===== config.mk =====
export PLATFORM = sky130hd
export DESIGN_NAME = burst_host
export DESIGN_NICKNAME = d
export VERILOG_FILES = /design/src/rtl/burst_host_pkg.sv /design/src/rtl/burst_host_fifo.sv /design/src/rtl/burst_host.sv
export SDC_FILE = /design/constraint.sdc
export NUM_CORES = 1
export LEC_CHECK = 0
export ABC_CLOCK_PERIOD_IN_PS = 4050
export BUFFER_PORTS_ARGS = -buffer_cell sky130_fd_sc_hd__buf_2
export CAP_MARGIN = 20
export CORE_ASPECT_RATIO = 1.2
export CORE_UTILIZATION = 30
export CTS_CLUSTER_DIAMETER = 100
export DETAILED_ROUTE_END_ITERATION = 7
export GPL_TIMING_DRIVEN = 0
export MAX_ROUTING_LAYER = met4
export SYNTH_ARGS = -nofsm -noshare
export SYNTH_HDL_FRONTEND = slang
export SYNTH_SLANG_ARGS = --single-unit
export TNS_END_PERCENT = 10

===== constraint.sdc =====
create_clock -name clk -period 4.05 [get_ports clk]
set_input_delay 0 -clock clk [delete_from_list [all_inputs] [get_ports clk]]
set_output_delay 0 -clock clk [all_outputs]
set_load 0.005 [all_outputs]

===== src/rtl/burst_host_pkg.sv =====
// burst_host_pkg
// Shared definitions for the burst host: FSM state encoding, default
// sizing parameters and the FIFO occupancy-count width helper.
// Optional build macro used by burst_host: BURST_HOST_CHECK_EN.
package burst_host_pkg;

    localparam int WIDTH_DEF   = 8;
    localparam int DEPTH_DEF   = 16;
    localparam int TIMEOUT_DEF = 64;

    // state   | meaning
    // IDLE    | waiting for go with a non-empty TX FIFO
    // SEND    | streaming N bytes toward the engine
    // GAP     | one quiet cycle marking end of burst
    // WAIT    | waiting for RX room and the first returned byte
    // RECV    | collecting the remaining returned bytes
    // DONE    | one-cycle completion pulse
    typedef enum logic [2:0] {
        ST_IDLE,
        ST_SEND,
        ST_GAP,
        ST_WAIT,
        ST_RECV,
        ST_DONE
    } state_t;

    // Occupancy counters must be able to hold the value DEPTH itself.
    function automatic int count_width(input int depth);
        return $clog2(depth) + 1;
    endfunction

endpackage


===== src/rtl/burst_host_fifo.sv =====
// host_fifo
// Synchronous first-word-fall-through FIFO with occupancy count.
// Ports:
//   clk, reset      clock, synchronous active-high reset (empties the FIFO)
//   push, push_data write request and data; dropped when full unless a pop
//                   frees a slot in the same cycle
//   pop             read request; ignored when empty
//   head            current head entry, 0 when empty
//   count           occupancy, 0..DEPTH
module host_fifo
    import burst_host_pkg::*;
#(
    parameter int WIDTH = WIDTH_DEF,
    parameter int DEPTH = DEPTH_DEF,
    localparam int CW = count_width(DEPTH),
    localparam int AW = (DEPTH > 1) ? $clog2(DEPTH) : 1
) (
    input  logic             clk,
    input  logic             reset,
    input  logic             push,
    input  logic [WIDTH-1:0] push_data,
    input  logic             pop,
    output logic [WIDTH-1:0] head,
    output logic [CW-1:0]    count
);

    logic [WIDTH-1:0] mem [DEPTH];
    logic [AW-1:0]    wr_ptr;
    logic [AW-1:0]    rd_ptr;
    logic             empty;
    logic             full;
    logic             do_push;
    logic             do_pop;

    assign empty   = (count == '0);
    assign full    = (count == CW'(DEPTH));
    assign do_pop  = pop && !empty;
    assign do_push = push && (!full || do_pop);
    assign head    = empty ? '0 : mem[rd_ptr];

    function automatic logic [AW-1:0] next_ptr(input logic [AW-1:0] p);
        return (p == AW'(DEPTH - 1)) ? '0 : p + AW'(1);
    endfunction

    always_ff @(posedge clk) begin
        if (do_push) begin
            mem[wr_ptr] <= push_data;
        end
    end

    always_ff @(posedge clk) begin
        if (reset) begin
            wr_ptr <= '0;
            rd_ptr <= '0;
            count  <= '0;
        end else begin
            if (do_push) begin
                wr_ptr <= next_ptr(wr_ptr);
            end
            if (do_pop) begin
                rd_ptr <= next_ptr(rd_ptr);
            end
            case ({do_push, do_pop})
                2'b10:   count <= count + CW'(1);
                2'b01:   count <= count - CW'(1);
                default: count <= count;
            endcase
        end
    end

endmodule


===== src/rtl/burst_host.sv =====
// burst_host
// Host-side agent for the byte-burst reversal interface. Bytes loaded into
// the TX FIFO are sent as one burst on din/i_valid after go; the reversed
// burst coming back on dout/o_valid is paced with busy and stored in the
// RX FIFO for the controller.
// Build macro: BURST_HOST_CHECK_EN - when defined, a shadow stack of the
// sent bytes checks the returned order and raises err_mismatch; otherwise
// err_mismatch is tied low.
// Ports:
//   clk, reset                 clock, synchronous active-high reset
//   wr_data, wr_en             TX FIFO load
//   go                         start-burst pulse
//   din, i_valid               burst toward the engine
//   dout, o_valid, busy        returned burst and host flow control
//   rd_en, rd_data             RX FIFO pop / FWFT head
//   tx_count, rx_count         FIFO occupancies
//   done                       one-cycle burst-complete pulse
//   err_overflow/timeout/mismatch  sticky error flags
module burst_host
    import burst_host_pkg::*;
#(
    parameter int WIDTH   = WIDTH_DEF,
    parameter int DEPTH   = DEPTH_DEF,
    parameter int TIMEOUT = TIMEOUT_DEF,
    localparam int CW = count_width(DEPTH)
) (
    input  logic             clk,
    input  logic             reset,
    input  logic [WIDTH-1:0] wr_data,
    input  logic             wr_en,
    input  logic             go,
    output logic [WIDTH-1:0] din,
    output logic             i_valid,
    input  logic [WIDTH-1:0] dout,
    input  logic             o_valid,
    output logic             busy,
    input  logic             rd_en,
    output logic [WIDTH-1:0] rd_data,
    output logic [CW-1:0]    tx_count,
    output logic [CW-1:0]    rx_count,
    output logic             done,
    output logic             err_overflow,
    output logic             err_timeout,
    output logic             err_mismatch
);

    localparam int TW = $clog2(TIMEOUT + 1);

    state_t           state;
    logic [CW-1:0]    n_len;
    logic [CW-1:0]    sent;
    logic [CW-1:0]    rcvd;
    logic [TW-1:0]    idle_tmr;
    logic [WIDTH-1:0] tx_head;
    logic             start;
    logic             tx_pop;
    logic             rx_take;
    logic             overflow;
    logic             room;

    assign start    = (state == ST_IDLE) && go && (tx_count != '0);
    assign tx_pop   = start || ((state == ST_SEND) && (sent != n_len));
    assign rx_take  = o_valid && ((state == ST_WAIT) || (state == ST_RECV));
    // A pop in the same cycle frees the slot, so that write is not lost.
    assign overflow = wr_en && (tx_count == CW'(DEPTH)) && !tx_pop;
    assign room     = (CW'(DEPTH) - rx_count) >= n_len;

    host_fifo #(.WIDTH(WIDTH), .DEPTH(DEPTH)) u_tx_fifo (
        .clk       (clk),
        .reset     (reset),
        .push      (wr_en),
        .push_data (wr_data),
        .pop       (tx_pop),
        .head      (tx_head),
        .count     (tx_count)
    );

    host_fifo #(.WIDTH(WIDTH), .DEPTH(DEPTH)) u_rx_fifo (
        .clk       (clk),
        .reset     (reset),
        .push      (rx_take),
        .push_data (dout),
        .pop       (rd_en),
        .head      (rd_data),
        .count     (rx_count)
    );

    always_ff @(posedge clk) begin
        if (reset) begin
            state        <= ST_IDLE;
            din          <= '0;
            i_valid      <= 1'b0;
            busy         <= 1'b1;
            done         <= 1'b0;
            n_len        <= '0;
            sent         <= '0;
            rcvd         <= '0;
            idle_tmr     <= '0;
            err_overflow <= 1'b0;
            err_timeout  <= 1'b0;
        end else begin
            done <= 1'b0;
            if (overflow) begin
                err_overflow <= 1'b1;
            end
            case (state)
                ST_IDLE: begin
                    busy <= 1'b1;
                    if (start) begin
                        n_len   <= tx_count;
                        sent    <= CW'(1);
                        din     <= tx_head;
                        i_valid <= 1'b1;
                        state   <= ST_SEND;
                    end
                end
                ST_SEND: begin
                    if (sent == n_len) begin
                        din     <= '0;
                        i_valid <= 1'b0;
                        state   <= ST_GAP;
                    end else begin
                        din  <= tx_head;
                        sent <= sent + CW'(1);
                    end
                end
                ST_GAP: begin
                    idle_tmr <= TW'(TIMEOUT);
                    rcvd     <= '0;
                    state    <= ST_WAIT;
                end
                ST_WAIT, ST_RECV: begin
                    if (o_valid) begin
                        idle_tmr <= TW'(TIMEOUT);
                        rcvd     <= rcvd + CW'(1);
                        if (rcvd + CW'(1) == n_len) begin
                            busy  <= 1'b1;
                            done  <= 1'b1;
                            state <= ST_DONE;
                        end else begin
                            busy  <= 1'b0;
                            state <= ST_RECV;
                        end
                    end else if (idle_tmr == TW'(1)) begin
                        err_timeout <= 1'b1;
                        busy        <= 1'b1;
                        state       <= ST_IDLE;
                    end else begin
                        idle_tmr <= idle_tmr - TW'(1);
                        // Once receiving, the engine is committed; only WAIT gates on room.
                        busy     <= (state == ST_WAIT) ? !room : 1'b0;
                    end
                end
                ST_DONE: begin
                    busy  <= 1'b1;
                    state <= ST_IDLE;
                end
                default: begin
                    busy    <= 1'b1;
                    i_valid <= 1'b0;
                    din     <= '0;
                    state   <= ST_IDLE;
                end
            endcase
        end
    end

`ifdef BURST_HOST_CHECK_EN
    localparam int AW = (DEPTH > 1) ? $clog2(DEPTH) : 1;

    logic [WIDTH-1:0] shadow [DEPTH];
    logic [CW-1:0]    sp;
    logic [AW-1:0]    wr_idx;
    logic [AW-1:0]    rd_idx;

    assign wr_idx = sp[AW-1:0];
    assign rd_idx = AW'(sp - CW'(1));

    // Sent bytes go on a stack; returned bytes must pop off in reverse order.
    // Each new burst restarts the stack so a timed-out burst leaves no residue.
    always_ff @(posedge clk) begin
        if (reset) begin
            sp           <= '0;
            err_mismatch <= 1'b0;
        end else if (start) begin
            shadow[0] <= tx_head;
            sp        <= CW'(1);
        end else if (tx_pop) begin
            shadow[wr_idx] <= tx_head;
            sp             <= sp + CW'(1);
        end else if (rx_take) begin
            if ((sp == '0) || (dout != shadow[rd_idx])) begin
                err_mismatch <= 1'b1;
            end
            if (sp != '0) begin
                sp <= sp - CW'(1);
            end
        end
    end
`else
    assign err_mismatch = 1'b0;
`endif

endmodule


-- Word-level counts from Yosys, hierarchy flattened
Memories as Yosys holds them, arrays and structs flattened. A register that Yosys moved wholly into a read port is not among the register bits.
Cells that the tools add are included.
- $add $sub $neg: 12
- magnitude comparators: 1
- equal/unequal tests: 25
- mux-type cells: 41
- bitwise logic cells: 3
- reduce and logical (&&, ||, !) cells: 40
- operators with widths (kind ; count):
    case mux 5 bit (2 select lines) ; 4
    two-way mux 4 bit ; 8
    two-way mux 8 bit ; 4
    case mux 8 bit (3 select lines) ; 1
    adder 5 x 1 -> 5 bit, second input constant ; 4
    adder 4 x 1 -> 4 bit, second input constant ; 4
    equality test 4 bit, second input constant ; 4
    two-way mux 5 bit ; 3
    two-way mux 7 bit ; 2
    case mux 7 bit (2 select lines) ; 1
    two-way mux 3 bit ; 4
    case mux 3 bit (4 select lines) ; 1
    AND reduction 3 bit ; 4
    two-way mux 1 bit ; 11
    equality test 5 bit ; 2
    equality test 5 bit, second input constant ; 2
    logical AND 1 bit ; 10
    logical NOT 5 bit ; 2
    subtractor 5 x 1 -> 5 bit, second input constant ; 2
    AND reduction 2 bit ; 4
    nonzero test 2 bit ; 4
    equality test 7 x 1 -> 1 bit, second input constant ; 1
    subtractor 7 x 1 -> 7 bit, second input constant ; 1
    equality test 3 x 2 -> 1 bit, second input constant ; 2
    20 further kinds ; 37
- register bits after elaboration: 64
- RAM bits: 256
- input bits: 22
- output and inout port bits: 32
- logic and storage cells: 141
- memories: 2
- memory list (memory ; words ; bits a word ; rd ports ; clocked after Yosys merged registers in ; wr ports ; line ; source):
    u_rx_fifo.mem ; 16 ; 8 ; 1 ; 1 ; 1 ; burst_host_fifo.sv:27 ; logic [WIDTH-1:0] mem [DEPTH];
    u_tx_fifo.mem ; 16 ; 8 ; 1 ; 1 ; 1 ; burst_host_fifo.sv:27 ;

-- Logic depth before layout (Yosys ltp)
- depth after elaboration: 9
- depth in mapped cells: 12
- mapped depth without buffers: 12

-- By module
Synthesis repeated with hierarchy kept, for this count alone.
- cells, all modules: 893
- area total of the unflattened synthesis: 14081.0 µm²
- by module, submodules not included (module ; times used ; cells an instance ; area an instance (µm²) ; seq. area each (µm²)):
    host_fifo at u_rx_fifo ; 1 ; 329 ; 6025.8 ; 4184.0
    host_fifo at u_tx_fifo ; 1 ; 328 ; 5964.5 ; 4184.0
    burst_host ; 1 ; 236 ; 2090.8 ; 760.7

-- Worst setup path before layout
Ideal clock, no wire load.
- path type: register to register
- from: register u_rx_fifo.count[0]
- to: register u_rx_fifo.count[4]
- setup time: 0.128 ns
- arrival: 2.827 ns
- data required time: 3.922 ns
- setup slack: 1.095 ns
- cell stages (with the launch flop): 13
- buffers on the path: 0
- period minus slack after synthesis: 2.955 ns
- cells stage by stage: dfxtp_1 > inv_1 > ha_1 > nor3b_1 > ha_1 > nand2b_1 > a21oi_1 > ha_1 > a21o_1 > a21oi_1 > mux2i_1 > xnor2_1 > nor2_1
- cells in the longest elaborated chain, start to end: 7
- elaborated cells between the ends (all ways): 13
- classes of those cells: add/sub: 2; eq/ne: 3; mux: 1; reduce/logical: 7
- ends and longest elaborated chain (what ; line ; source):
    start: declaration ; burst_host_fifo.sv:24 ; output logic [CW-1:0] count
    start signal: assignment ; burst_host_fifo.sv:64 ; 2'b10: count <= count + CW'(1);
    start signal: assignment ; burst_host_fifo.sv:65 ; 2'b01: count <= count - CW'(1);
    start signal: assignment ; burst_host_fifo.sv:66 ; default: count <= count;
    logical NOT 5 bit ; burst_host_fifo.sv:35 ; assign empty = (count == '0);
    logical NOT 1 bit ; burst_host_fifo.sv:37 ; assign do_pop = pop && !empty;
    logical AND 1 bit ; burst_host_fifo.sv:37 ;
    logical OR 1 bit ; burst_host_fifo.sv:38 ; assign do_push = push && (!full || do_pop);
    logical AND 1 bit ; burst_host_fifo.sv:38 ;
    equality test 2 x 1 -> 1 bit / equality test 2 bit (equally long branches) ; burst_host_fifo.sv:63 ; case ({do_push, do_pop})
    case mux 5 bit (2 select lines) / nonzero test 2 bit (equally long branches) ; - ;
Parallel ways exist; a longest one is shown, timed or not.
A chain may end at the register's enable or synchronous reset.

-- Worst setup path in the final report
Same ends and word-level chain as after synthesis.

==> results.toml <==
[global_routing]
grt_usage_pct = 13.51
busiest_layer = "met2"
met3_usage_pct = 2.139
grt_pass1_wl_um = 45770
overflow = 0
grt_max_degree = 17
grt_pass1_vias = 7571
use_met1_pct = 16.96
use_met2_pct = 21.90
antenna_found_initial = 1

[floorplanning]
die_h_um = 234.8
dieArea_um2 = 46000
io_pins = 54
num_rows = 84
die_x_um = 196.0
initial_core_util_pct = 30.68
core_um2 = 44140

[critical_path]
regToRegSetupSlack_ps = 560
r2r_start = "u_rx_fifo.count[0]$_SDFFE_PP0P_"
worstReg2RegEnd = "u_rx_fifo.count[4]$_SDFFE_PP0P_"
cp.required_ps = 4430
setup.worst_path.end = "u_rx_fifo.count[4]$_SDFFE_PP0P_"
endpoint_kind = "flip-flop"
crit_type = "flip-flop to flip-flop"
critPathLaunch = "u_rx_fifo.count[0]$_SDFFE_PP0P_"
crit_path_start_kind = "flip-flop"
rr_worst_depth = 12
path_max_fanout = 10
cp.arrival_ps = 3880

[sta]
max_freq_mhz = 286.4
relSlewSlack_pct = 40.13
tns_ps = 0
hold_viol_final = 0
rsz0062_at_grt = "false"
period_minus_slack_ps = 3491
period_share_pct = 86.20
finClkSkew_ps = 19.72
worst_pin_slew_ps = 894.7
setup-violations-final = 0
drv_slew = 0

[synth]
synth_area_per_cell_um2 = 16.28
netlist.area_leader.share_pct = 56.76
netlist_area_um2 = 13540
yosysUniqueCellTypes = 61
ys_ff_latch = 328
synth-seq-area-share_pct = 67.40
synth_area_leader_cell = "edfxtp_1"
ys_async_sr_fraction_pct = 0
postSynthCellCount = 832
synth-warning-count = 0
synth_fp_nets = 882
synth_area_leaders = "edfxtp_1 (57%), mux4_2 (13%), dfxtp_1 (11%)"
synthFlopType = "edfxtp_1"
synth-edff-count = 256

[placement]
place.gp.congestion = 0.7956
hpwl_um = 20140
post_dp_cell_area_um2 = 14640
dp_cells = 1454
portBuffers = 51

[drt]
wire_per_inst_um = 19.26
vias = 7553
ant_nets = 0
drt-initial-drc-count = 562
drc_errors = 0
viasPerCell = 4.908
drt-pass1-iter-count = 5
routed_wl_um = 29640

[layout]
area_delta_synth_final_pct = 17.80
nets = 1003
drive_gt1_share_pct = 23.08
post-route-util_pct = 36.15
final_cell_mix = "edfxtp_1 (256), mux4_2 (80), nor2_1 (72), dfxtp_1 (72), buf_2 (61)"
layoutNonFillerInstCount = 1539
mostFrequentLayoutCell = "edfxtp_1"
stdcell_area_um2 = 15960

[power_and_ir_drop]
peakVddDrop_uv = 331.2
leakage_uw = 0.005288
total_power_uw = 9408
power_density_nw_per_um2 = 589.7

[min_path]
hp-class = "primary input to flip-flop"

[status]
outcome = "complete, no violations"

[clock_network]
cts_max_path_buffers = 3
cts_max_level = 2
cts_made_buffers = 35
cts_tree = "built"
cts.sinks = 328
cts.root.buffer_cell = "clkbuf_16"
worstSkewPairLatency_ps = 540
post_cts_buffers = 0
clk_pin_slew_ps = 60

[run]
maxCapViolCount = 0
-- logic make-up after synthesis --
kind of cell    synth area share [%]
fa+ha+maj                      2.642
mux                            13.90
xor+xnor                       2.328
flops                          67.40
other cells                  0.02769
buf+inv                        2.115
simple gates                   6.993
compound gates                 4.591
-- what timing repair did --
action,CTS,global route
resized for setup,0,0
hold endpoints to repair,275,0
hold buffers,21,0
-- where the power goes --
part / switching [uW] / internal [uW]
registers: 164 / 3810
clock network: 1300 / 1790
logic: 1270 / 1080
-- per-layer routing --
metal  vias up  wire, um  share of wire, %
met5         -         0                 0
met4         0       936               3.2
met3        60      1392               4.7
met2       206     14630                49
met1      3816     12670                43
li1       3471         -                 -
-- final cells by class --
type	instances	area, um2
fillers	4191	28190
multi-input cells	435	4179
plain buffers	38	170.2
repair buffers	84	555.5
clock buffers	48	988.4
inverters	31	116.4
flip-flops and latches	328	9129
clock inverters	15	115.1
well taps	559	699.4
diodes	1	2.502
-- worst max-delay path: stages (launching register included) --
cell and delay, ps:
dfxtp_1 420, inv_1 120, ha_1 230, nor3b_1 170, ha_1 350, nand2b_1 330, a21oi_1 530, ha_1 380
a21o_1 200, a21oi_1 190, mux2i_1 240, xnor2_1 140, nor2_1 50
-- registers in the layout, indices dropped and copies added, names as in the netlist, named ones only --
name / count
din: 8
done: 1
u_tx_fifo.count: 5
n_len: 5
i_valid: 1
err_timeout: 1
u_rx_fifo.wr_ptr: 4
u_rx_fifo.rd_ptr: 4
busy: 1
state: 3
sent: 5
idle_tmr: 7
u_rx_fifo.count: 5
u_tx_fifo.rd_ptr: 4
u_rx_fifo.mem: 128
u_tx_fifo.wr_ptr: 4
err_overflow: 1
rcvd: 5
u_tx_fifo.mem: 128
-- through the flow --
stage / hold WS, ps / setup slack [ps]
after floorplan: 98.87 / 1095
after global placement: 381.1 / 159.8
after detailed placement: 387.9 / 575.8
after CTS: 384.1 / 550.1
after global routing: 418.7 / 316.6
final: 409.6 / 559.0
-- synthesized netlist by cell type (all sizes together) (5+ instances only) --
master,number
a21oi,41
inv,31
a31oi,5
nor3,16
nor2b,10
mux2i,7
and3,5
clkbuf,15
mux4,80
xor2,16
xnor2,20
dfxtp,72
nand2b,6
buf,23
nand3,11
edfxtp,256
nand2,34
nor2,72
a22oi,10
and2,10
nor4,10
o21ai,11
ha,27
-- worst min-delay path by stage --
stage,from,endpoint,slack [ps],cells after the start
floorplan,dout[0],u_rx_fifo.mem[0][0]$_DFFE_PP_,100,0
global placement,wr_data[4],u_tx_fifo.mem[15][4]$_DFFE_PP_,380,1
detailed placement,done$_SDFF_PP0_,done,390,1
CTS,wr_data[1],u_tx_fifo.mem[0][1]$_DFFE_PP_,380,2
global route,wr_data[1],u_tx_fifo.mem[14][1]$_DFFE_PP_,420,2
finish,wr_data[6],u_tx_fifo.mem[0][6]$_DFFE_PP_,410,2
Note: power is estimated with default switching activity, not from simulation.
